### src/rtl/envelope_ctrl.sv
// Two-channel ADSR envelope sequencer driving the PWM mixer's env/enable inputs.
// Both channels share the tick time base and one byte-wide settings write port.
module envelope_ctrl (
  input  logic       clk,
  input  logic       rst_n,
  input  logic       tick,
  input  logic       gateA,
  input  logic       gateB,
  input  logic       wr_en,
  input  logic [1:0] wr_addr,
  input  logic [7:0] wr_data,
  output logic [3:0] envA,
  output logic [3:0] envB,
  output logic       enableA,
  output logic       enableB
);

  localparam int unsigned NCH = 2;

  typedef enum logic [2:0] {
    IDLE    = 3'd0,
    ATTACK  = 3'd1,
    DECAY   = 3'd2,
    SUSTAIN = 3'd3,
    RELEASE = 3'd4
  } state_t;

  typedef struct packed {
    state_t     st;
    logic [3:0] env;
    logic [3:0] cnt;
  } chan_t;

  logic [3:0] atk_q [NCH];
  logic [3:0] dec_q [NCH];
  logic [3:0] sus_q [NCH];
  logic [3:0] rel_q [NCH];
  logic [3:0] atk_d [NCH];
  logic [3:0] dec_d [NCH];
  logic [3:0] sus_d [NCH];
  logic [3:0] rel_d [NCH];

  chan_t      ch_q  [NCH];
  chan_t      ch_d  [NCH];
  logic       en_q  [NCH];
  logic [1:0] gate;
  logic [1:0] gate_q;

  assign gate = {gateB, gateA};

  // One channel's next state: rise beats fall beats tick; a tick that
  // coincides with either gate edge is discarded.
  function automatic chan_t chan_next(
    input chan_t      cur,
    input logic       g,
    input logic       g_q,
    input logic       tk,
    input logic [3:0] atk,
    input logic [3:0] dec,
    input logic [3:0] sus,
    input logic [3:0] rel
  );
    chan_t      nxt;
    logic       rise;
    logic       fall;
    logic [3:0] rate;
    nxt  = cur;
    rise = g & ~g_q;
    fall = ~g & g_q;
    case (cur.st)
      ATTACK:  rate = atk;
      DECAY:   rate = dec;
      RELEASE: rate = rel;
      default: rate = '0;
    endcase

    if (rise) begin
      nxt.st  = ATTACK;
      nxt.cnt = '0;
    end else if (fall) begin
      if (cur.st == ATTACK || cur.st == DECAY || cur.st == SUSTAIN) begin
        nxt.st  = RELEASE;
        nxt.cnt = '0;
      end
    end else if (cur.st == SUSTAIN) begin
      nxt.env = sus;
      nxt.cnt = '0;
    end else if (tk && cur.st != IDLE) begin
      if (cur.cnt >= rate) begin
        nxt.cnt = '0;
        case (cur.st)
          ATTACK: begin
            if (cur.env == 4'd15) begin
              nxt.st = DECAY;
            end else begin
              nxt.env = cur.env + 4'd1;
              if (nxt.env == 4'd15) nxt.st = DECAY;
            end
          end
          DECAY: begin
            if (cur.env <= sus) begin
              nxt.st = SUSTAIN;
            end else begin
              nxt.env = cur.env - 4'd1;
              if (nxt.env <= sus) nxt.st = SUSTAIN;
            end
          end
          RELEASE: begin
            if (cur.env == 4'd0) begin
              nxt.st = IDLE;
            end else begin
              nxt.env = cur.env - 4'd1;
              if (nxt.env == 4'd0) nxt.st = IDLE;
            end
          end
          default: nxt = cur;
        endcase
      end else begin
        nxt.cnt = cur.cnt + 4'd1;
      end
    end
    return nxt;
  endfunction

  always_comb begin
    for (int unsigned ch = 0; ch < NCH; ch++) begin
      atk_d[ch] = atk_q[ch];
      dec_d[ch] = dec_q[ch];
      sus_d[ch] = sus_q[ch];
      rel_d[ch] = rel_q[ch];
      if (wr_en && wr_addr[1] == 1'(ch)) begin
        if (!wr_addr[0]) begin
          atk_d[ch] = wr_data[7:4];
          dec_d[ch] = wr_data[3:0];
        end else begin
          sus_d[ch] = wr_data[7:4];
          rel_d[ch] = wr_data[3:0];
        end
      end
    end
  end

  always_comb begin
    for (int unsigned ch = 0; ch < NCH; ch++) begin
      ch_d[ch] = chan_next(ch_q[ch], gate[ch], gate_q[ch], tick,
                           atk_q[ch], dec_q[ch], sus_q[ch], rel_q[ch]);
    end
  end

  // Gate history follows the pin even in reset, so a gate already held high
  // across reset is not mistaken for a new note once reset is released.
  always_ff @(posedge clk) begin
    gate_q <= gate;
    if (!rst_n) begin
      for (int unsigned ch = 0; ch < NCH; ch++) begin
        atk_q[ch] <= '0;
        dec_q[ch] <= '0;
        sus_q[ch] <= '1;
        rel_q[ch] <= '0;
        ch_q[ch]  <= '{st: IDLE, env: '0, cnt: '0};
        en_q[ch]  <= 1'b0;
      end
    end else begin
      for (int unsigned ch = 0; ch < NCH; ch++) begin
        atk_q[ch] <= atk_d[ch];
        dec_q[ch] <= dec_d[ch];
        sus_q[ch] <= sus_d[ch];
        rel_q[ch] <= rel_d[ch];
        ch_q[ch]  <= ch_d[ch];
        en_q[ch]  <= (ch_d[ch].st != IDLE);
      end
    end
  end

  assign envA    = ch_q[0].env;
  assign envB    = ch_q[1].env;
  assign enableA = en_q[0];
  assign enableB = en_q[1];

endmodule
### config.mk
export PLATFORM = sky130hd
export DESIGN_NAME = envelope_ctrl
export DESIGN_NICKNAME = d
export VERILOG_FILES = /design/src/rtl/envelope_ctrl.sv
export SDC_FILE = /design/constraint.sdc
export NUM_CORES = 1
export LEC_CHECK = 0
export CORE_UTILIZATION = 60
export DETAILED_ROUTE_END_ITERATION = 10
export GPL_ROUTABILITY_DRIVEN = 0
export PLACE_DENSITY = 0.85
export SYNTH_ARGS = -nofsm -noshare
export SYNTH_HDL_FRONTEND = slang
export SYNTH_SLANG_ARGS = --single-unit
### constraint.sdc
create_clock -name clk -period 3.65 [get_ports clk]
set_input_delay 1.095 -clock clk [delete_from_list [all_inputs] [get_ports clk]]
set_output_delay 1.095 -clock clk [all_outputs]
set_load 0.005 [all_outputs]
Word level (Yosys, flattened, before mapping)
Memories as Yosys holds them, arrays and structs flattened.
Cells that the tools add are included.
{"block": "classes", "add_sub_neg": 6, "n_lt_le_gt_ge": 6, "eq_ne": 12, "n_mux": 80, "bitwise_logic": 21, "n_reduce_logical": 18}
{"op": "$mux W4", "n": 44}
{"op": "$mux W3", "n": 20}
{"op": "$mux W11", "n": 4}
{"op": "$pmux W7 S3", "n": 2}
{"op": "$pmux W4 S3", "n": 2}
{"op": "$add A4 B1 Y4 const B", "n": 4}
{"op": "$eq A4 B4 Y1 const B", "n": 4}
{"op": "$le A4 B4 Y1", "n": 4}
{"op": "$logic_not A4 Y1", "n": 4}
{"op": "$mux W8", "n": 2}
{"op": "$mux W7", "n": 2}
{"op": "$eq A3 B2 Y1 const B", "n": 4}
{"op": "$or A1 B1 Y1", "n": 12}
{"op": "$reduce_bool A3 Y1", "n": 4}
{"op": "$ge A4 B4 Y1", "n": 2}
{"op": "$sub A4 B1 Y4 const B", "n": 2}
{"op": "$eq A3 B1 Y1 const B", "n": 2}
{"op": "$eq A3 B3 Y1 const B", "n": 2}
{"op": "$reduce_or A3 Y1", "n": 2}
{"op": "$not A1 Y1", "n": 5}
{"op": "$and A1 B1 Y1", "n": 4}
{"op": "$logic_and A1 B1 Y1", "n": 4}
{"op": "$logic_or A1 B1 Y1", "n": 4}
{"op": "$mux W1", "n": 4}
{"block": "totals", "register_bits": 2, "ramBits": 56, "in_bits": 16, "out_inout_bits": 10, "elab_cells": 150, "mem_count": 6}
{"memory": "ch_q", "words": 2, "width": 11, "read_ports": 2, "rd_clocked_by_memory_dff": 0, "write_ports": 2, "line": "43", "rtl": "chan_t ch_q [NCH];"}
{"memory": "atk_q", "words": 2, "width": 4, "read_ports": 2, "rd_clocked_by_memory_dff": 0, "write_ports": 2, "line": "34", "rtl": "logic [3:0] atk_q [NCH];"}
{"memory": "dec_q", "words": 2, "width": 4, "read_ports": 2, "rd_clocked_by_memory_dff": 0, "write_ports": 2, "line": "35", "rtl": "logic [3:0] dec_q [NCH];"}
{"memory": "rel_q", "words": 2, "width": 4, "read_ports": 2, "rd_clocked_by_memory_dff": 0, "write_ports": 2, "line": "37", "rtl": "logic [3:0] rel_q [NCH];"}
{"memory": "sus_q", "words": 2, "width": 4, "read_ports": 2, "rd_clocked_by_memory_dff": 0, "write_ports": 2, "line": "36", "rtl": "logic [3:0] sus_q [NCH];"}
{"memory": "en_q", "words": 2, "width": 1, "read_ports": 2, "rd_clocked_by_memory_dff": 0, "write_ports": 2, "line": "45", "rtl": "logic en_q [NCH];"}

Longest topological paths before layout
Gate-level depths: netlist of run 1.
{"block": "depth", "ltp_word": 12, "mapped_depth": 13, "ltp_nobuf": 12}

Worst setup path before layout of run 1
Ideal clock, no wire load.
{"block": "synth_path", "path_kind": "flip-flop to flip-flop", "start": "memory ch_q[0][8] (netlist bit)", "end": "memory en_q[0][0]", "setup_ps": 66, "arrival_ps": 2669, "required_time_ps": 3584, "path_slack_ps": 916, "stages_incl_launch_ff": 12, "n_path_buf": 1, "period_less_slack_ps": 2734, "cell_sequence": "dfxtp_1 > buf_6 > nor2b_1 > a22oi_1 > o21ai_0 > ha_1 > nand2b_4 > a2111oi_4 > nor3_2 > o311a_2 > a2111oi_4 > nand4bb_1"}
{"item": "from (decl)", "line": "43"}
{"item": "to (decl)", "line": "45"}

==> summary.md, run 1 <==
| Metric | Value |
|---|---|
| Fin area | `~4500 µm²` |
| Critical path class | `flop to flop` |
| Final net count | `between 500 and 600` |
| Share of cells above drive strength 1 | `between 8 and 9%` |
| Number of global-route vias before repair | `about 3500` |
| Critical path's largest stage delay | `0.62 ns` |
| Post-CTS setup buffers | `0` |
| Worst-path cell chain | `inv_2 -> nor2_1 -> a22oi_1 -> o21ai_0 -> ha_1 -> nand2b_4 -> a2111oi_4 -> nor2_2 -> nor4_4 -> a41oi_1 -> a311oi_1` |
| Top post-synthesis cells by area | `dfxtp_1 (29%), ha_1 (12%), mux2i_1 (5.7%)` |
| Crit start category | `flop` |
| Slew Limit Headroom | `between 50 and 60%` |
| WL final | `between 9000 and 10000 µm` |
| Violated checks | `DRC` |
| Pwr per Cell Area | `roughly 320 nW/µm²` |
| Fin. Hold Viols | `0` |
| Grt total ovfl | `0` |
| CTS tree | `built` |
| CTS Sinks | `58` |
| Crit share post-route | `around 87%` |
| Placed instance count | `about 570` |
| Final Skew | `between 0.004 and 0.005 ns` |
| Clock buffer depth | `2` |
| Vias | `roughly 3700` |
| Number of synthesized flops with an enable pin | `0` |
| Core box area | `around 6400 µm²` |
| Seq/Total Area, Yosys | `~29%` |
| Setup TNS | `0 ns` |
| Worst-margin pin slew | `0.597 ns` |
| Number of port buffers | `25` |
| Cells after Synth | `approximately 490` |
| Worst vdd ir | `between 0.2 and 0.3 mV` |
| Leakage | `~1.8 nW` |
| # fillers | `~500` |
| Global-route wire length before repair | `~16000 µm` |
| RSZ-0062 raised after global routing | `false` |
| Top-count cell post-synth | `dfxtp_1` |
| Mapped Nets | `~540` |
| Synthesis Warnings | `0` |
| Synth Area in Simple Gates | `between 10% and 20%` |
| DP HPWL | `between 6000 and 7000 µm` |
| Mapped Area | `between 4000 and 5000 µm²` |
| Final hold slack | `0.456 ns` |
| Synth Area in Compound Gates | `between 20% and 30%` |
| Worst setup EP type | `flop` |
| WL per Instance | `around 16 µm` |
| Critical path arrival | `between 3 and 4 ns` |
| DRC Markers | `4` |
| Htree depth | `3` |
| Top FF cell, synth | `dfxtp_1` |
| CTS Buf Count | `9` |
| Synth unique cells | `67` |
| Worst hold path type | `flop to flop` |
| Post-synthesis mux area share | `approximately 6.0%` |
| CTS clk-pin slew, worst paths | `around 0.07 ns` |
| Die ar. | `7050 µm²` |
| Total GRT Usage | `~29%` |
| Main combinational cell family by area after synthesis | `compound AO/OA/AOI/OAI gates` |
| CTS root buf | `clkbuf_8` |
| Drt pass-1 iters | `8` |
| Fin crit period | `roughly 3.2 ns` |
| Cell accounting for the most synthesized area | `dfxtp_1` |
| Initial Utilization | `between 60% and 70%` |
| MaxCap Viol Count | `0` |
| Cell row count | `29` |
| Post-DR vias/cell | `around 6.3` |
| Synth top area share | `around 29%` |
| Syn avg cell area | `a little over 8 µm²` |
| # resized after CTS | `0` |
| Synth Area in XOR/XNOR | `2.39%` |
| # diodes | `0` |
| Critical-path maximum fanout | `12` |
| Post-Layout Cell Count | `slightly below 600` |
| Die W | `between 80 and 90 µm` |
| FMAX | `0.314 GHz` |
| ANT nets after route | `0` |
| Later-pin clock latency in the skew report | `between 0.3 and 0.4 ns` |
| Area delta synth->final | `10.9%` |
| CP required | `3.91 ns` |
| Cts hold-fix bufs | `0` |
| I/O pins | `26` |
| Synth Area in Adders | `about an eighth` |
| 1st-iter DRT viols | `350` |
| Number of antenna violations at the first check in global routing | `0` |
| Post-synth top cells | `dfxtp_1 (58), nor2_1 (50), a21oi_1 (40)` |
| Die Y-Extent | `roughly 84 µm` |
| Slew Limit Fails | `0` |
| Ys async rst share | `0%` |
| Slowest cell on the critical path | `dfxtp_1` |
| Endpoints failing setup | `0` |
| Synth Register Bits | `58` |
| Dpl cell area | `4280 µm²` |
| Largest net degree at the start of global routing | `25` |
| Status | `finished with violations` |
[cells in the final DEF (no fill, tap or decap), types with 11 or more instances in the layout]
master and count:
a22oi_1 11, a21oi_1 40, clkbuf_8 12, clkdlybuf4s50_1 25
dfxtp_1 58, mux2i_1 23, inv_1 28, nor2_1 50
ha_1 38, o21ai_0 19, nand2_1 38
[metrics by stage]
step | utilization [%] | setup slack (ns) | total power [mW]
4_1_cts | 69.6 | 0.476 | 1.43
6_report | 69.6 | 0.463 | 1.43
3_3_place_gp | 66.7 | 0.524 | 0.868
2_1_floorplan | - | 0.916 | 0.809
3_5_place_dp | 66.7 | 0.438 | 0.875
5_1_grt | 69.6 | 0.243 | 1.48
[metal layers]
metal	up-vias	global-route usage, %	share of wire (%)
met5	-	0	0
met4	0	13.8	2.8
met3	26	6.43	7.1
met2	156	45.5	46
met1	1700	36.7	44
li1	1802	-	-
[final cells by class]
cell class / instances / area, µm² / share of cell area (%)
Inverter: 32 / 120 / 2.69
Tap cell: 77 / 96.3 / 2.15
Timing Repair Buffer: 34 / 318 / 7.11
Clock buffer: 12 / 165 / 3.69
Sequential cell: 58 / 1160 / 26.0
Multi-Input combinational cell: 367 / 2590 / 57.8
Clock inverter: 4 / 25.0 / 0.560
[worst paths after layout]
check	endpoint	depth (start not counted)	startpoint	slack, ns
min reg2reg	rel_q[0][4]	2	rel_q[0][4]	0.46
min	rel_q[0][4]	2	rel_q[0][4]	0.46
max	ch_q[0][3]	11	ch_q[0][9]	0.46
max reg2reg	ch_q[0][3]	11	ch_q[0][9]	0.46
[where the power goes]
group          switching, mW  total [mW]  internal (mW)
Clock                  0.262       0.561          0.299
Combinational          0.115       0.198         0.0832
Sequential            0.0138       0.667          0.653
[flip-flops by register name (all words and copies together), names as in the netlist]
| signal | flops |
|---|---|
| sus_q | 8 |
| atk_q | 8 |
| en_q | 2 |
| dec_q | 8 |
| gate_q | 2 |
| rel_q | 8 |
| ch_q | 22 |
[worst max-delay path: cells and delay by family, from the launching register on]
kind / cells / cell delay, ns
AO/OA/AOI/OAI: 5 / 1.16
adder cells (fa/ha/maj): 1 / 0.25
AND/OR/NAND/NOR: 4 / 0.95
flip-flops: 1 / 0.62
buffers and inverters: 1 / 0.12
[kinds of logic after synthesis]
| group | after synthesis |
|---|---|
| AO/OA/AOI/OAI | 138 |
| XOR/XNOR | 11 |
| adder cells (fa/ha/maj) | 38 |
| buffers and inverters | 62 |
| flip-flops | 58 |
| multiplexers | 24 |
| AND/OR/NAND/NOR | 156 |
(Power assumes the default switching activity.)
==> inputs of run 2 (changes only) <==
- ABC_AREA: default -> 1
- CAP_MARGIN: default -> 20
- CORE_UTILIZATION: 60 -> 53
- PLACE_DENSITY: 0.85 -> 0.77
==> run 2 against run 1 <==
  * The run now ends clean
  * Total power increased by 3.2%
  * Final area decreased by 4.4%
  * First-iteration DRC count decreased by 45%
  * Critical path depth increased by 4
  * Synthesized cell count increased by 14%
  * Utilization decreased by 7.4 points
  * Setup slack improved by 0.39 ns
  * Clock power increased by 2%
  * Sequential power increased by 2%
  * Routed wire length decreased by 5.8%
==> summary.md, run 2 <==
| Metric | Value |
|---|---|
| Status | `completed` |
| CTS Sinks | `58 (unchanged)` |
| CTS clk-pin slew, worst paths | `0.06 ns (about the same)` |
| Commonest non-fill, non-tap cells in the layout | `nand2_1 (103), inv_1 (81), dfxtp_1 (58)` |
| Critical path's largest stage delay | `0.46 ns (-0.16 ns)` |
| Number of antenna violations at the first check in global routing | `0 (unchanged)` |
| Final hold slack | `0.445 ns (-0.0109 ns)` |
| Share of cells above drive strength 1 | `7.43% (-1.1 points)` |
| Cell accounting for the most synthesized area | `dfxtp_1` |
| Post-CTS setup buffers | `0 (unchanged)` |
| Global-route wire length before repair | `14800 µm (-8.7%)` |
| MaxCap Viol Count | `0 (unchanged)` |
| Slowest cell on the critical path | `nor2b_1` |
| WL final | `8800 µm (-5.8%)` |
| I/O pins | `26 (unchanged)` |
| Crit path capture | `en_q[0][0]` |
| Cells after Synth | `554 (+14%)` |
| Critical path arrival | `3.03 ns (-0.41 ns)` |
| # fillers | `625 (+25%)` |
| Hold depth | `2 (unchanged)` |
| # diodes | `0 (unchanged)` |
| Setup TNS | `0 ns (unchanged)` |
| FF-to-FF setup slack | `0.85 ns (+0.39 ns)` |
| Synth unique cells | `37 (-45%)` |
| CTS tree | `built` |
| Number of global-route vias before repair | `3435 (-1.3%)` |
| Number of port buffers | `25 (unchanged)` |
| Clock buffer depth | `2 (unchanged)` |
| Most used cell, CP | `nor2_2` |
| Die Y-Extent | `86.8 µm (+3.3%)` |
| Post-synth top cells | `nand2_1 (103), inv_1 (81), dfxtp_1 (58)` |
| Cts hold-fix bufs | `0 (unchanged)` |
| Largest net degree at the start of global routing | `37 (+48%)` |
| Synth Register Bits | `58 (unchanged)` |
| Total GRT Usage | `25.2% (-3.5 points)` |
| Worst vdd ir | `0.245 mV (-15%)` |
| Max FFs per register | `22 (unchanged)` |
| Die W | `86.8 µm (+3.3%)` |
| Core box area | `6870 µm² (+7.0%)` |
| Final net count | `629 (+13%)` |
| Final Skew | `0.00511 ns (+0.000630 ns)` |
| Area delta synth->final | `12.3%` |
| Initial Utilization | `55.4% (-7.3 points)` |
| Slew Limit Headroom | `66.5% (+6.5 points)` |
| Crit share post-route | `76.7% (-11 points)` |
| Htree depth | `3 (unchanged)` |
| Drt pass-1 iters | `5 (-3)` |
| # resized after CTS | `0 (unchanged)` |
| Critical-path maximum fanout | `8 (-4)` |
| Crit start category | `flop` |
| Die ar. | `7530 µm² (+6.7%)` |
| ANT nets after route | `0 (unchanged)` |
| Top-count cell post-synth | `nand2_1` |
| FMAX | `0.357 GHz (+14%)` |
| Placed instance count | `660 (+16%)` |
| Grt total ovfl | `0 (unchanged)` |
| Synth top area share | `30.5% (+1.7 points)` |
| Synthesis Warnings | `0 (unchanged)` |
| 1st-iter DRT viols | `192 (-45%)` |
| Worst setup EP type | `flop` |
| Worst r2r path cells | `15 (+4)` |
| Mapped Nets | `608 (+12%)` |
| DRC Markers | `0 (-4)` |
| CTS Buf Count | `9 (unchanged)` |
| Leakage | `1.98 nW (+7.5%)` |
| Fin. Hold Viols | `0 (unchanged)` |
| CTS root buf | `clkbuf_8` |
| Fin crit period | `2.80 ns (-0.386 ns)` |
| Worst r2r src | `ch_q[0][8]` |
| Ys async rst share | `0% (unchanged)` |
| RSZ-0062 raised after global routing | `false` |
| Slew Limit Fails | `0 (unchanged)` |
| WL per Instance | `13.0 µm (-18%)` |
| Number of synthesized flops with an enable pin | `0 (unchanged)` |
| Top FF cell, synth | `dfxtp_1` |
| DP HPWL | `6720 µm (-2.8%)` |
| Worst flop-to-flop path endpoint | `en_q[0][0]` |
| Critical Path Start | `ch_q[0][8]` |
| Reg with most FFs | `ch_q` |
| Cell row count | `30 (+3.4%)` |
| Endpoints failing setup | `0 (unchanged)` |
| Post-DR vias/cell | `5.36 (-15%)` |
| Later-pin clock latency in the skew report | `0.33 ns (-0.02 ns)` |
| Most common library cell in the layout ignoring fill and taps | `nand2_1` |
| CP required | `3.88 ns (-0.03 ns)` |
| Syn avg cell area | `6.87 µm² (-17%)` |
| Pwr per Cell Area | `344 nW/µm² (+7.9%)` |
| Critical path class | `flop to flop` |
| Mapped Area | `3810 µm² (-5.6%)` |
| Seq/Total Area, Yosys | `30.5% (+1.7 points)` |
| Worst hold path type | `flop to flop` |
| Worst-path cell chain | `nor2_2 -> nand2_2 -> o22ai_1 -> a21oi_1 -> ha_1 -> inv_1 -> o21bai_1 -> nand2_1 -> nand3_1 -> nor2b_1 -> nand3_1 -> a21oi_2 -> nor2_2 -> nor2_2 -> nand2_1` |
| Post-Layout Cell Count | `675 (+16%)` |
| Top post-synthesis cells by area | `dfxtp_1 (30%), ha_1 (12%), nand2_1 (10%)` |
| Vias | `3621 (-1.7%)` |
| Worst-margin pin slew | `0.500 ns (-0.0968 ns)` |
[run 2: how the worst min path moves through the flow]
| stage | slack (ns) | from | endpoint |
|---|---|---|---|
| finish | 0.44 | dec_q[0][3] | dec_q[0][3] |
| global route | 0.46 | dec_q[0][3] | dec_q[0][3] |
| CTS | 0.45 | dec_q[0][1] | dec_q[0][1] |
| detailed placement | 0.44 | dec_q[0][1] | dec_q[0][1] |
| global placement | 0.43 | dec_q[0][3] | dec_q[0][3] |
| floorplan | 0.42 | dec_q[0][0] | dec_q[0][0] |
[run 2: critical path: cells and delay by family (launching register included)]
family | cells | cell delay [ns]
and+or+nand+nor | 9 | 1.42
DFF | 1 | 0.38
adders and majority gates | 1 | 0.29
AOI/OAI and AO/OA | 4 | 0.55
buffers and inverters | 1 | 0.05
[run 2: through the flow]
stage	worst slack [ns]	util [%]	power [mW]	area, µm²
6_report	0.849	62.2	1.47	4280
4_1_cts	0.873	62.2	1.48	4280
2_1_floorplan	1.38	-	0.841	3810
3_5_place_dp	0.622	59.5	0.913	4090
3_3_place_gp	0.722	59.5	0.905	4090
5_1_grt	0.523	62.2	1.54	4280
[run 2: per-layer routing]
layer  wire length, µm  up-vias  GRT usage (%)
li1                  -     1855              -
met1              3910     1656           29.3
met2              4300       88           43.9
met3               353       22           6.19
met4               233        0           10.8
met5                 0        -              0
[run 2: logic make-up (layout without fill, tap and decap cells)]
logic type,Yosys count,in the layout,synth area share (%)
compound gates,127,127,18.8
xor+xnor,8,8,1.84
simple gates,219,219,25.2
buf+inv,104,129,11.2
fa+ha+maj,38,38,12.5
flops,58,58,30.5
[run 2: area by class of cell]
class / count / area [µm²] / share of cell area (%)
clock inverters: 3 / 40.0 / 0.936
repair buffers: 26 / 258 / 6.03
inverters: 88 / 330 / 7.73
flip-flops and latches: 58 / 1160 / 27.2
well taps: 96 / 120 / 2.81
multi-input cells: 392 / 2220 / 51.9
clock buffers: 12 / 145 / 3.39
[run 2: power breakdown]
part	switching (mW)	leakage, nW	internal (mW)
sequential	0.0193	0.474	0.661
combinational	0.136	1.41	0.0849
clock	0.243	0.0962	0.328
total	0.398	1.98	1.07
